`src/rtl/pipe_hazard_ctrl_if.sv`:
```
// Handshake bundle between the ID-stage hazard controller and the pipeline.
// The master drives the ID/EX observations; the slave returns the pipeline enables.
interface pipe_hazard_ctrl_if;
  logic [3:0] id_op;
  logic [3:0] id_func;
  logic [3:0] id_rs;
  logic [3:0] id_rt;
  logic       ex_memR;
  logic [3:0] ex_rd;
  logic       id_brnch_taken;
  logic       id_jmp;
  logic       pc_en;
  logic       if_id_en;
  logic       if_id_clr;
  logic       id_ex_en;
  logic       id_ex_clr;
  logic       halted;
  logic [1:0] state;

  modport master (
    output id_op, id_func, id_rs, id_rt, ex_memR, ex_rd, id_brnch_taken, id_jmp,
    input  pc_en, if_id_en, if_id_clr, id_ex_en, id_ex_clr, halted, state
  );

  modport slave (
    input  id_op, id_func, id_rs, id_rt, ex_memR, ex_rd, id_brnch_taken, id_jmp,
    output pc_en, if_id_en, if_id_clr, id_ex_en, id_ex_clr, halted, state
  );
endinterface

```
`src/rtl/pipe_hazard_ctrl.sv`:
```
// Pipeline hazard controller: halt, load-use stall, multi-cycle MUL/DIV hold and
// branch flush, with priority halt > load-use > MUL/DIV > branch.
module pipe_hazard_ctrl (
  input  logic                  clk,
  input  logic                  rst,
  pipe_hazard_ctrl_if.slave     hz
);

  typedef enum logic [1:0] {
    RUN    = 2'b00,
    STALL  = 2'b01,
    MULDIV = 2'b10,
    HALT   = 2'b11
  } state_t;

  state_t     cur;
  state_t     nxt;
  logic [2:0] cnt;
  logic [2:0] cnt_nxt;

  logic halt_c;
  logic lu_c;
  logic md_c;
  logic br_c;
  logic is_div;

  assign halt_c = (hz.id_op == 4'b0000);
  assign lu_c   = hz.ex_memR && (hz.ex_rd != 4'd0) &&
                  ((hz.ex_rd == hz.id_rs) || (hz.ex_rd == hz.id_rt));
  assign is_div = (hz.id_func == 4'b0101);
  assign md_c   = (hz.id_op == 4'b1111) && ((hz.id_func == 4'b0100) || is_div);
  assign br_c   = hz.id_brnch_taken || hz.id_jmp;

  // State and countdown registers
  always_ff @(posedge clk) begin
    if (rst) begin
      cur <= RUN;
      cnt <= 3'd0;
    end else begin
      cur <= nxt;
      cnt <= cnt_nxt;
    end
  end

  // Next-state and countdown selection
  always_comb begin
    nxt     = cur;
    cnt_nxt = cnt;
    case (cur)
      RUN: begin
        if (halt_c) begin
          nxt = HALT;
        end else if (lu_c) begin
          nxt = STALL;
        end else if (md_c) begin
          nxt     = MULDIV;
          cnt_nxt = is_div ? 3'd7 : 3'd3;
        end else begin
          nxt = RUN;
        end
      end
      STALL: nxt = RUN;
      MULDIV: begin
        // the cnt=0 cycle is still a hold cycle, giving 4 (MUL) / 8 (DIV) total
        if (cnt == 3'd0) begin
          nxt     = RUN;
          cnt_nxt = 3'd0;
        end else begin
          nxt     = MULDIV;
          cnt_nxt = cnt - 3'd1;
        end
      end
      HALT:    nxt = HALT;
      default: nxt = RUN;
    endcase
  end

  // Pipeline enables and flushes
  always_comb begin
    hz.pc_en     = 1'b1;
    hz.if_id_en  = 1'b1;
    hz.if_id_clr = 1'b0;
    hz.id_ex_en  = 1'b1;
    hz.id_ex_clr = 1'b0;
    hz.halted    = 1'b0;
    if (rst) begin
      hz.pc_en     = 1'b0;
      hz.if_id_en  = 1'b0;
      hz.if_id_clr = 1'b1;
      hz.id_ex_clr = 1'b1;
    end else begin
      case (cur)
        RUN: begin
          if (halt_c) begin
            hz.pc_en     = 1'b0;
            hz.if_id_clr = 1'b1;
            hz.id_ex_clr = 1'b1;
          end else if (lu_c) begin
            hz.pc_en     = 1'b0;
            hz.if_id_en  = 1'b0;
            hz.id_ex_clr = 1'b1;
          end else if (md_c) begin
            hz.pc_en     = 1'b1;
          end else if (br_c) begin
            hz.if_id_clr = 1'b1;
          end else begin
            hz.pc_en     = 1'b1;
          end
        end
        STALL: hz.pc_en = 1'b1;
        MULDIV: begin
          hz.pc_en    = 1'b0;
          hz.if_id_en = 1'b0;
          hz.id_ex_en = 1'b0;
        end
        HALT: begin
          hz.pc_en     = 1'b0;
          hz.if_id_en  = 1'b0;
          hz.id_ex_clr = 1'b1;
          hz.halted    = 1'b1;
        end
        default: hz.pc_en = 1'b1;
      endcase
    end
  end

  assign hz.state = cur;

endmodule

```
`src/flat_wrapper.sv`:
```
// flat-port wrapper written by rule: the top's interface ports become plain ports
module pipe_hazard_ctrl_flat 
  (clk, rst, hz_id_op, hz_id_func, hz_id_rs, hz_id_rt, hz_ex_memR, hz_ex_rd, hz_id_brnch_taken, hz_id_jmp, hz_pc_en, hz_if_id_en, hz_if_id_clr, hz_id_ex_en, hz_id_ex_clr, hz_halted, hz_state);
  pipe_hazard_ctrl_if hz_i ();
  input  logic clk;
  input  logic rst;
  input wire logic [$bits(hz_i.id_op)-1:0] hz_id_op;
  input wire logic [$bits(hz_i.id_func)-1:0] hz_id_func;
  input wire logic [$bits(hz_i.id_rs)-1:0] hz_id_rs;
  input wire logic [$bits(hz_i.id_rt)-1:0] hz_id_rt;
  input wire logic [$bits(hz_i.ex_memR)-1:0] hz_ex_memR;
  input wire logic [$bits(hz_i.ex_rd)-1:0] hz_ex_rd;
  input wire logic [$bits(hz_i.id_brnch_taken)-1:0] hz_id_brnch_taken;
  input wire logic [$bits(hz_i.id_jmp)-1:0] hz_id_jmp;
  output wire logic [$bits(hz_i.pc_en)-1:0] hz_pc_en;
  output wire logic [$bits(hz_i.if_id_en)-1:0] hz_if_id_en;
  output wire logic [$bits(hz_i.if_id_clr)-1:0] hz_if_id_clr;
  output wire logic [$bits(hz_i.id_ex_en)-1:0] hz_id_ex_en;
  output wire logic [$bits(hz_i.id_ex_clr)-1:0] hz_id_ex_clr;
  output wire logic [$bits(hz_i.halted)-1:0] hz_halted;
  output wire logic [$bits(hz_i.state)-1:0] hz_state;
  assign hz_i.id_op = hz_id_op;
  assign hz_i.id_func = hz_id_func;
  assign hz_i.id_rs = hz_id_rs;
  assign hz_i.id_rt = hz_id_rt;
  assign hz_i.ex_memR = hz_ex_memR;
  assign hz_i.ex_rd = hz_ex_rd;
  assign hz_i.id_brnch_taken = hz_id_brnch_taken;
  assign hz_i.id_jmp = hz_id_jmp;
  assign hz_pc_en = hz_i.pc_en;
  assign hz_if_id_en = hz_i.if_id_en;
  assign hz_if_id_clr = hz_i.if_id_clr;
  assign hz_id_ex_en = hz_i.id_ex_en;
  assign hz_id_ex_clr = hz_i.id_ex_clr;
  assign hz_halted = hz_i.halted;
  assign hz_state = hz_i.state;
  pipe_hazard_ctrl u_core (.clk(clk), .rst(rst), .hz(hz_i));
endmodule
```
`config.mk`:
```
export PLATFORM = sky130hd
export DESIGN_NAME = pipe_hazard_ctrl_flat
export DESIGN_NICKNAME = d
export VERILOG_FILES = /design/src/rtl/pipe_hazard_ctrl_if.sv /design/src/rtl/pipe_hazard_ctrl.sv /design/src/flat_wrapper.sv
export SDC_FILE = /design/constraint.sdc
export NUM_CORES = 1
export LEC_CHECK = 0
export BUFFER_PORTS_ARGS = -buffer_cell sky130_fd_sc_hd__buf_2
export CAP_MARGIN = 0
export CELL_PAD_IN_SITES_DETAIL_PLACEMENT = 2
export CELL_PAD_IN_SITES_GLOBAL_PLACEMENT = 2
export CORE_MARGIN = 10
export CORE_UTILIZATION = 20
export CTS_BUF_LIST = sky130_fd_sc_hd__clkbuf_4 sky130_fd_sc_hd__clkbuf_8 sky130_fd_sc_hd__clkbuf_16
export DETAILED_ROUTE_END_ITERATION = 7
export PLACE_DENSITY_LB_ADDON = 0.1
export SYNTH_ARGS = -nofsm -noshare
export SYNTH_HDL_FRONTEND = slang
export SYNTH_SLANG_ARGS = --single-unit
```
`constraint.sdc`:
```
create_clock -name clk -period 1.45 [get_ports clk]
set_input_delay 0.2175 -clock clk [delete_from_list [all_inputs] [get_ports clk]]
set_output_delay 0.2175 -clock clk [all_outputs]
set_load 0.01 [all_outputs]
```
==> summary.txt, run 1 <==
Post-Syn Instances: 71
RD Place Congestion: 0.7779
insertion delay to the later sink of the worst-skew pair: 240 ps
critical path data required time: 1230 ps
total track usage: 11.00%
fin worst setup slack: -204.0 ps
Mapped Nets: 103
area grow syn2layout: 128.0%
Int Pwr: 0.0007376 W
#FFs+latches synth: 5
DRC Markers: 0
DRT Wirelength: 2998 µm
routed wire length per instance: 18.62 µm
initial antenna violation count: 0
hold bufs inserted after CTS: 0
CTS HTree Levels: 1
CTS tree: built
core area: 2758 µm²
combinational power share: 69.5%
clock slew at reported path FFs: 40 ps
met2 usage in global routing: 20.74%
sequential area share after synthesis: 17.35%
worst path cell trace: buf_12 > o41ai_4 > a21oi_2 > buf_4 > a311oi_1 > buf_2
CP startpoint kind: input port
fmax: 0.6046 GHz
Rows: 19
Max VDD drop: 0.0005624 V
library cells used by synthesis: 31
first-pass GRT wire length: 4761 µm
Clock power frac: 15.1%
vias in the first global route: 973
Ant. Diodes: 0
Switching Fraction: 38.78%
Worst Skew: 2.778 ps
clk buf depth: 2
Filler cells: 295
critical path's largest stage delay: 410 ps
1st-iter DRT viols: 30
Worst Hold Class: input port to flop
Lkg Pwr: 0.5858 nW
fin cells: 161
CTS Buf Count: 3
Arr. time, crit path: 1440 ps
Worst slew margin: 77.33%
number of buffers and inverters on the critical path: 3
aggregate global routing overflow: 0
vias per cell: 4.814
cell area after placement: 924.6 µm²
NetSw: 0.0004672 W
final max-slew violation count: 0
met1 usage: 12.20%
RSZ-0062 raised after global routing: yes
Avg Cell Area, Syn: 8.124 µm²
dpl cells: 151
Final period util: 114.1%
Power Density: 916.2 nW/µm²
Slew @ Worst Pin: 335.3 ps
Via Count: 775
fraction of layout cells with a size suffix above 1: 73.85%
crit path max-delay cell type: o41ai_4
Worst Setup Path Type: input port to output port
setup violators final: 6
initial core utilization: 20.92%
Tmin final: 1654 ps
post-DP HPWL: 2093 µm
Max Cap Viol: 0
DRT Pass-1 Iters: 3
failing checks: setup timing
IO buf count: 32
Fin. Hold Viols: 0
CTS sink count: 5
Design Area, Final: 1315 µm²
critical path fanouts, max: 3
Routed Antenna Nets: 0
number of synthesis warnings: 0
Worst path top cell family by delay: compound AO/OA/AOI/OAI gates
Root Driver: clkbuf_4
sequential share of power: 15.4%
Die X: 73.71 µm
Nets: 163
Post-Syn Area: 576.8 µm²
die area: 5432 µm²
status: finished, violations left
largest net degree at the start of global routing: 10
Die Ht: 73.71 µm
met3 Usage GRT: 2.826%
Ports: 33
gr busiest metal: met2
CP endpoint kind: output port
## cells in the final DEF, fill, tap and decap left out, types with 2 or more instances in the layout
| master | count |
|---|---|
| nand2_1 | 2 |
| buf_4 | 16 |
| ha_1 | 2 |
| buf_2 | 24 |
| buf_6 | 15 |
| nand4_1 | 2 |
| dfxtp_1 | 3 |
| a311oi_2 | 2 |
| inv_2 | 2 |
| xnor2_2 | 8 |
| ha_4 | 5 |
| clkbuf_4 | 4 |
| o21a_1 | 2 |
| nor2_2 | 2 |
| dfxtp_2 | 2 |
| nor2_1 | 4 |
| inv_1 | 4 |
## final timing paths
kind | from | end | depth (start not counted) | slack [ps]
setup / recovery | hz_ex_rd[2] | hz_if_id_en | 6 | -200
hold / removal | hz_id_func[0] | u_core.cnt[2] | 3 | 290
setup reg to reg | u_core.hz.state[0] | u_core.cnt[0] | 7 | -160
hold reg to reg | u_core.cnt[1] | u_core.cnt[1] | 2 | 490
## cell usage after synthesis
cell	n	share of area, %
xnor2_1	8	12
ha_1	7	15
inv_1	7	4.6
nor2_1	7	4.6
dfxtp_1	5	17
a21oi_1	3	2.6
a311oi_1	3	4.6
nand2_1	3	2.0
a211oi_1	2	2.6
nand2b_1	2	2.2
nand4_1	2	2.2
nor3b_1	2	2.6
o21a_1	2	2.6
a31o_2	1	1.5
and2_1	1	1.1
and4_1	1	1.5
clkbuf_1	1	0.65
mux2i_1	1	1.7
nand3_1	1	0.87
nor2b_1	1	1.1
nor4_1	1	1.1
nor4b_1	1	1.5
o211a_1	1	1.7
o21ai_0	1	0.87
o2bb2ai_1	1	1.5
o311ai_0	1	1.5
o311ai_1	1	1.5
o41ai_1	1	1.5
o41ai_2	1	2.8
or3_1	1	1.1
or4_1	1	1.3
## flip-flops by register name, summed over array words and instances, names as in the netlist
| register | count |
|---|---|
| u_core.cnt | 3 |
| u_core.hz.state | 2 |
## per-layer routing
layer	wire length (µm)	vias to the layer above
met5	0	-
met2	1677	18
met4	0	0
li1	-	381
met3	127	0
met1	1193	376
## power groups by stage
stage / logic, W / registers (W) / clock network (W)
floorplan: 0.000258 / 0.000191 / 0
detailed placement: 0.000526 / 0.000185 / 0
global placement: 0.000515 / 0.000183 / 0
CTS: 0.000755 / 0.000183 / 0.000193
global route: 0.000912 / 0.000190 / 0.000206
finish: 0.000837 / 0.000186 / 0.000182
## worst min-delay path: stages
cell and delay, ps:
buf_2 100, nand3_1 70, a311oi_2 90
## cell families (layout without fill, tap and decap cells)
family | after synthesis | count (layout) | synth area share, %
muxes | 1 | 1 | 1.735
DFF | 5 | 5 | 17.35
buffers and inverters | 8 | 67 | 5.206
AOI/OAI and AO/OA | 18 | 18 | 25.38
adders and majority gates | 7 | 7 | 15.18
and+or+nand+nor | 24 | 24 | 23.00
xor gates and xnor gates | 8 | 8 | 12.15
## metrics by stage
stage / utilization (%) / TNS [ps] / total power, W / hold slack (ps) / setup slack (ps)
2_1_floorplan: - / 0 / 0.0004488 / 388.6 / 4.261
3_3_place_gp: 33.53 / -1496 / 0.0006980 / 495.0 / -233.5
3_5_place_dp: 33.53 / -1885 / 0.0007108 / 512.1 / -275.6
4_1_cts: 43.74 / -897.9 / 0.001131 / 254.1 / -181.9
5_1_grt: 47.69 / -1410 / 0.001308 / 285.1 / -301.4
6_report: 47.69 / -916.4 / 0.001205 / 287.9 / -204.0
## layout make-up
| cell class | instances | area, µm² | share of cell area (%) |
|---|---|---|---|
| multi-input combinational | 58 | 685.7 | 52.14 |
| timing repair buffer | 56 | 429.2 | 32.64 |
| sequential | 5 | 102.6 | 7.802 |
| tap | 31 | 38.79 | 2.950 |
| clock buffer | 4 | 30.03 | 2.284 |
| inverter | 7 | 28.78 | 2.188 |
## what timing repair did
item                       in CTS  in global routing
gates resized for setup        39                 23
setup buffers                   7                  0
setup endpoints to repair      10                 10
pin swaps                      20                  3
(Power assumes the default switching activity.)
==> run 2, diff against run 1 <==
--- a/config.mk
+++ b/config.mk
@@ -14,6 +14,7 @@
 export CTS_BUF_LIST = sky130_fd_sc_hd__clkbuf_4 sky130_fd_sc_hd__clkbuf_8 sky130_fd_sc_hd__clkbuf_16
 export DETAILED_ROUTE_END_ITERATION = 7
 export PLACE_DENSITY_LB_ADDON = 0.1
+export SETUP_SLACK_MARGIN = 0.15
 export SYNTH_ARGS = -nofsm -noshare
 export SYNTH_HDL_FRONTEND = slang
 export SYNTH_SLANG_ARGS = --single-unit
==> run 2 against run 1 <==
Effect of this change:
- the run still ends with setup timing left
- largest power group unchanged
- sequential power is 12% higher
- maximum frequency down 2.1%
- sequential share of layout area shrank 0.061 points
- critical path type unchanged
- non-clock buffer count up 1
- routed wire length up 11%
==> summary.txt, run 2 (synthesis results as in run 1) <==
status: finished, violations left
failing checks: setup timing
DRT Pass-1 Iters: 3 (unchanged)
initial core utilization: 20.92% (unchanged)
Top reg by flops: u_core.cnt
total power: 0.001254 W (+4.1%)
Hold Path Sink: u_core.cnt[2]
Filler cells: 275 (-6.8%)
1st-iter DRT viols: 12 (-60%)
register area: 107.6 µm² (+4.9%)
critical path fanouts, max: 4 (+1)
final max-slew violation count: 0 (unchanged)
post-DP HPWL: 2046 µm (-2.3%)
aggregate global routing overflow: 0 (unchanged)
Die X: 73.71 µm (unchanged)
clk buf depth: 2 (unchanged)
max FFs per register: 3 (unchanged)
R2R Path End: u_core.cnt[0]
CTS tree: built
Tmin final: 1690 ps (+36.20 ps)
insertion delay to the later sink of the worst-skew pair: 250 ps (about the same)
DRT Wirelength: 3340 µm (+11%)
Max VDD drop: 0.0007096 V (+26%)
CP endpoint kind: output port
hold bufs inserted after CTS: 0 (unchanged)
Routed Antenna Nets: 0 (unchanged)
Worst slew margin: 75.62% (-1.7 points)
DRC Markers: 0 (unchanged)
r2r setup slk: -80 ps (+80 ps)
routed wire length per instance: 20.62 µm (+11%)
origin of the worst min-delay path: hz_id_func[0]
Design Area, Final: 1390 µm² (+5.7%)
vias per cell: 4.914 (+2.1%)
hold path cells: 3 (unchanged)
area occupied by multi-input gates: 708.2 µm² (+3.3%)
setup violators final: 6 (unchanged)
FF-to-FF path depth: 6 (-1)
CTS HTree Levels: 1 (unchanged)
total track usage: 10.86% (-0.14 points)
Final period util: 116.6% (+2.5 points)
Via Count: 796 (+2.7%)
vias in the first global route: 907 (-6.8%)
Worst Skew: 0.9836 ps (-1.794 ps)
final core occ: 50.41% (+2.7 points)
commonest non-fill, non-tap cell in the layout: buf_4
die area: 5432 µm² (unchanged)
RD Place Congestion: 0.7260 (-6.7%)
first-pass GRT wire length: 4657 µm (-2.2%)
clock slew at reported path FFs: 40 ps (about the same)
Worst Hold Class: input port to flop
Nets: 164 (+0.61%)
Ports: 33 (unchanged)
Ant. Diodes: 0 (unchanged)
Critical R2R Launch: u_core.hz.state[1]
fin worst setup slack: -240.2 ps (-36.20 ps)
fmax: 0.5916 GHz (-2.1%)
CTS Buf Count: 3 (unchanged)
cell area after placement: 970.9 µm² (+5.0%)
Root Driver: clkbuf_4
Max Cap Viol: 0 (unchanged)
Lkg Pwr: 0.6098 nW (+4.1%)
fraction of layout cells with a size suffix above 1: 73.28% (-0.56 points)
area grow syn2layout: 141.0%
IO buf count: 32 (unchanged)
Power Density: 902.3 nW/µm² (-1.5%)
Rows: 19 (unchanged)
fin cells: 162 (+0.62%)
CTS sink count: 5 (unchanged)
Worst Setup Path Type: input port to output port
CP startpoint kind: input port
largest net degree at the start of global routing: 10 (unchanged)
Fin. Hold Viols: 0 (unchanged)
RSZ-0062 raised after global routing: yes
pre-CTS setup slack: -271.9 ps (+3.732 ps)
most frequent cells in the layout: buf_4, buf_2, buf_6, xnor2_2
Arr. time, crit path: 1470 ps (+30 ps)
core area: 2758 µm² (unchanged)
Die Ht: 73.71 µm (unchanged)
Slew @ Worst Pin: 364.5 ps (+29.21 ps)
critical path data required time: 1230 ps (about the same)
dpl cells: 145 (-4.0%)
initial antenna violation count: 0 (unchanged)
run 2: cell count changes in the layout (fill, tap and decap cells not counted), sizes merged:
cell and delta:
buf +1
run 2: per-stage QoR:
stage / hold slack (ps) / setup TNS (ps)
after global placement: 506.6 / -1113
after detailed placement: 502.1 / -1498
after CTS: 243.6 / -727.7
final: 276.1 / -926.4
after floorplan: 388.6 / 0
after global routing: 296.4 / -1406
run 2: cell type report:
type | count | area share [%]
Clock buffer | 4 | 2.160
Tap cell | 31 | 2.790
Multi-Input combinational cell | 58 | 50.95
Sequential cell | 5 | 7.741
Timing Repair Buffer | 57 | 33.75
Inverter | 7 | 2.610
run 2: what timing repair did:
| action | CTS | global route |
|---|---|---|
| hold endpoints to repair | 0 | 0 |
| pin swaps | 15 | 11 |
| gates resized for setup | 34 | 23 |
| buffers inserted | 7 | 6 |
| endpoints found under the setup margin | 9 | 11 |
run 2: worst max path at each step:
stage / from / endpoint / slack [ps] / cells after the start
after floorplan: hz_ex_rd[1] / hz_id_ex_clr / 90 / 5
after global placement: hz_ex_rd[1] / hz_pc_en / -230 / 7
after detailed placement: hz_ex_rd[2] / hz_pc_en / -270 / 7
after CTS: u_core.hz.state[0] / hz_pc_en / -170 / 5
after global routing: hz_ex_rd[1] / hz_id_ex_clr / -330 / 7
final: hz_id_rs[1] / hz_id_ex_clr / -240 / 7
run 2: layer usage:
layer / share of wire (%) / global-route usage, %
met1: 39 / 11.37
met2: 53 / 19.51
met3: 6.3 / 2.961
met4: 2.0 / 4.969
met5: 0 / 0
run 2: power by group:
part | internal, W | switching (W) | total [W] | leakage, nW
combinational | 0.000458 | 0.000399 | 0.000857 | 0.549
clock | 0.000123 | 0.0000652 | 0.000188 | 0.0184
sequential | 0.000168 | 0.0000402 | 0.000208 | 0.0421
total | 0.000750 | 0.000505 | 0.00125 | 0.610
run 2: worst max-delay path: stages:
cell and delay (ps):
buf_6 100, xnor2_2 180, nand4_1 210, a21oi_4 290
nor2_4 70, o311ai_2 220, buf_2 190
==> run 3, diff against run 2 <==
==> constraint.sdc (replaced) <==
create_clock -name clk -period 1.45 [get_ports clk]
set_input_delay 0.2175 -clock clk [delete_from_list [all_inputs] [get_ports clk]]
set_output_delay 0.2175 -clock clk [all_outputs]
set_load 0.05 [all_outputs]
==> run 3 against run 2 <==
Effect of this change:
- the run still ends with setup timing left
- power up 6.3%
- combinational power rose by 9.6%
- routed wire length shrank 27%
- critical path depth did not move
- count of clock-buffer cells in the layout unchanged
- setup slack worse by 2.3 ps
- sequential power shrank 2%
- utilization is 1.5 points lower
- die area stayed put
- first-iteration DRC count is 8.3% lower
- maximum frequency shrank 0.14%
- via count shrank 4.4%
- critical path type unchanged
- critical endpoint unchanged
==> summary.txt, run 3 (synthesis results as in run 1) <==
core area: 2758 µm² (unchanged)
Die Ht: 73.71 µm (unchanged)
critical path fanouts, max: 4 (unchanged)
failing checks: setup timing
dpl cells: 148 (+2.1%)
CP endpoint kind: output port
DRC Markers: 0 (unchanged)
area grow syn2layout: 133.6%
insertion delay to the later sink of the worst-skew pair: 250 ps (about the same)
IO buf count: 32 (unchanged)
largest net degree at the start of global routing: 7 (-3)
Arr. time, crit path: 1480 ps (about the same)
final max-slew violation count: 0 (unchanged)
r2r setup slk: -50 ps (+30 ps)
Worst Hold Class: input port to flop
critical path data required time: 1230 ps (about the same)
Worst slew margin: 73.34% (-2.3 points)
cell area after placement: 1047 µm² (+7.9%)
routed wire length per instance: 15.56 µm (-25%)
RD Place Congestion: 0.7466 (+2.8%)
post-DP HPWL: 2058 µm (+0.60%)
CP startpoint kind: input port
Root Driver: clkbuf_4
die area: 5432 µm² (unchanged)
1st-iter DRT viols: 11 (-1)
Worst Skew: 0.5770 ps (-0.4066 ps)
DRT Wirelength: 2428 µm (-27%)
Nets: 158 (-3.7%)
clock slew at reported path FFs: 40 ps (about the same)
aggregate global routing overflow: 0 (unchanged)
Tmin final: 1693 ps (+2.347 ps)
Design Area, Final: 1348 µm² (-3.1%)
WHS: 248.3 ps (-27.81 ps)
setup violators final: 7 (+1)
hold bufs inserted after CTS: 0 (unchanged)
status: finished, violations left
Via Count: 761 (-4.4%)
total power: 0.001333 W (+6.3%)
initial core utilization: 20.92% (unchanged)
fraction of layout cells with a size suffix above 1: 70.40% (-2.9 points)
initial antenna violation count: 0 (unchanged)
RSZ-0062 raised after global routing: yes
Final period util: 116.7% (+0.16 points)
Worst Setup Path Type: input port to output port
first-pass GRT wire length: 3891 µm (-16%)
most frequent cells in the layout: buf_2, buf_6, buf_4, xnor2_2, buf_8
Ant. Diodes: 0 (unchanged)
Max VDD drop: 0.0008785 V (+24%)
Sum Neg Setup Slack: -962.4 ps (-36.01 ps)
Fin. Hold Viols: 0 (unchanged)
Power Density: 989.3 nW/µm² (+9.6%)
fin worst setup slack: -242.6 ps (-2.347 ps)
DRT Pass-1 Iters: 3 (unchanged)
clk buf depth: 2 (unchanged)
fmax: 0.5908 GHz (-0.14%)
vias in the first global route: 860 (-5.2%)
Ports: 33 (unchanged)
Max Cap Viol: 0 (unchanged)
CTS Buf Count: 3 (unchanged)
CTS HTree Levels: 1 (unchanged)
Slew @ Worst Pin: 397.5 ps (+32.98 ps)
Routed Antenna Nets: 0 (unchanged)
fin cells: 156 (-3.7%)
vias per cell: 4.878 (-0.72%)
total track usage: 8.803% (-2.1 points)
Rows: 19 (unchanged)
Top reg by flops: u_core.cnt
max FFs per register: 3 (unchanged)
Die X: 73.71 µm (unchanged)
CTS sink count: 5 (unchanged)
Lkg Pwr: 0.5942 nW (-2.6%)
CTS tree: built
==> run 3: repair_timing <==
| action | 4_1_cts | 5_1_grt |
|---|---|---|
| pin swaps | 14 | 9 |
| buffers inserted | 2 | 2 |
| gates cloned | 0 | 0 |
| resized for setup | 41 | 14 |
| endpoints found under the hold margin | 0 | 0 |
| setup endpoints to repair | 10 | 11 |
==> run 3: metal layers <==
| metal | up-vias | track usage (%) | share of wire [%] |
|---|---|---|---|
| met5 | - | 0 | 0 |
| met4 | 0 | 1.242 | 0.54 |
| met3 | 2 | 2.153 | 4.9 |
| met2 | 21 | 17.23 | 57 |
| met1 | 365 | 9.230 | 37 |
| li1 | 373 | - | - |
==> run 3: path summary, 6_finish.rpt <==
path | startpoint | end | cells after the start
max | hz_ex_rd[3] | hz_id_ex_clr | 7
min | hz_id_func[0] | u_core.cnt[2] | 3
max reg2reg | u_core.hz.state[0] | u_core.cnt[0] | 6
min reg2reg | u_core.cnt[1] | u_core.cnt[1] | 2
==> run 3: final cells by class <==
class	instances	area, µm²
Clock buffer	4	30.03
Fill cell	292	1410
Inverter	7	33.78
Multi-Input combinational cell	58	684.4
Sequential cell	5	107.6
Tap cell	31	38.79
Timing Repair Buffer	51	452.9
==> run 3: per-stage QoR <==
stage	utilization [%]	worst slack [ps]
after detailed placement	37.98	-388.3
final	48.87	-242.6
after CTS	46.05	-228.2
after global routing	48.87	-301.4
after floorplan	-	-222.8
after global placement	37.98	-376.1
==> run 3: power by group <==
part | internal, W | total (W) | leakage, nW | switching, W
clock network | 0.000123 | 0.000191 | 0.0184 | 0.0000672
registers | 0.000168 | 0.000204 | 0.0421 | 0.0000359
logic | 0.000457 | 0.000939 | 0.534 | 0.000482
==> run 3: critical path, stage by stage <==
cell      delay, ps
buf_8           110
xnor2_2         150
nand4_1         190
a21oi_4         300
nor2_4           70
o311ai_4        230
buf_6           200
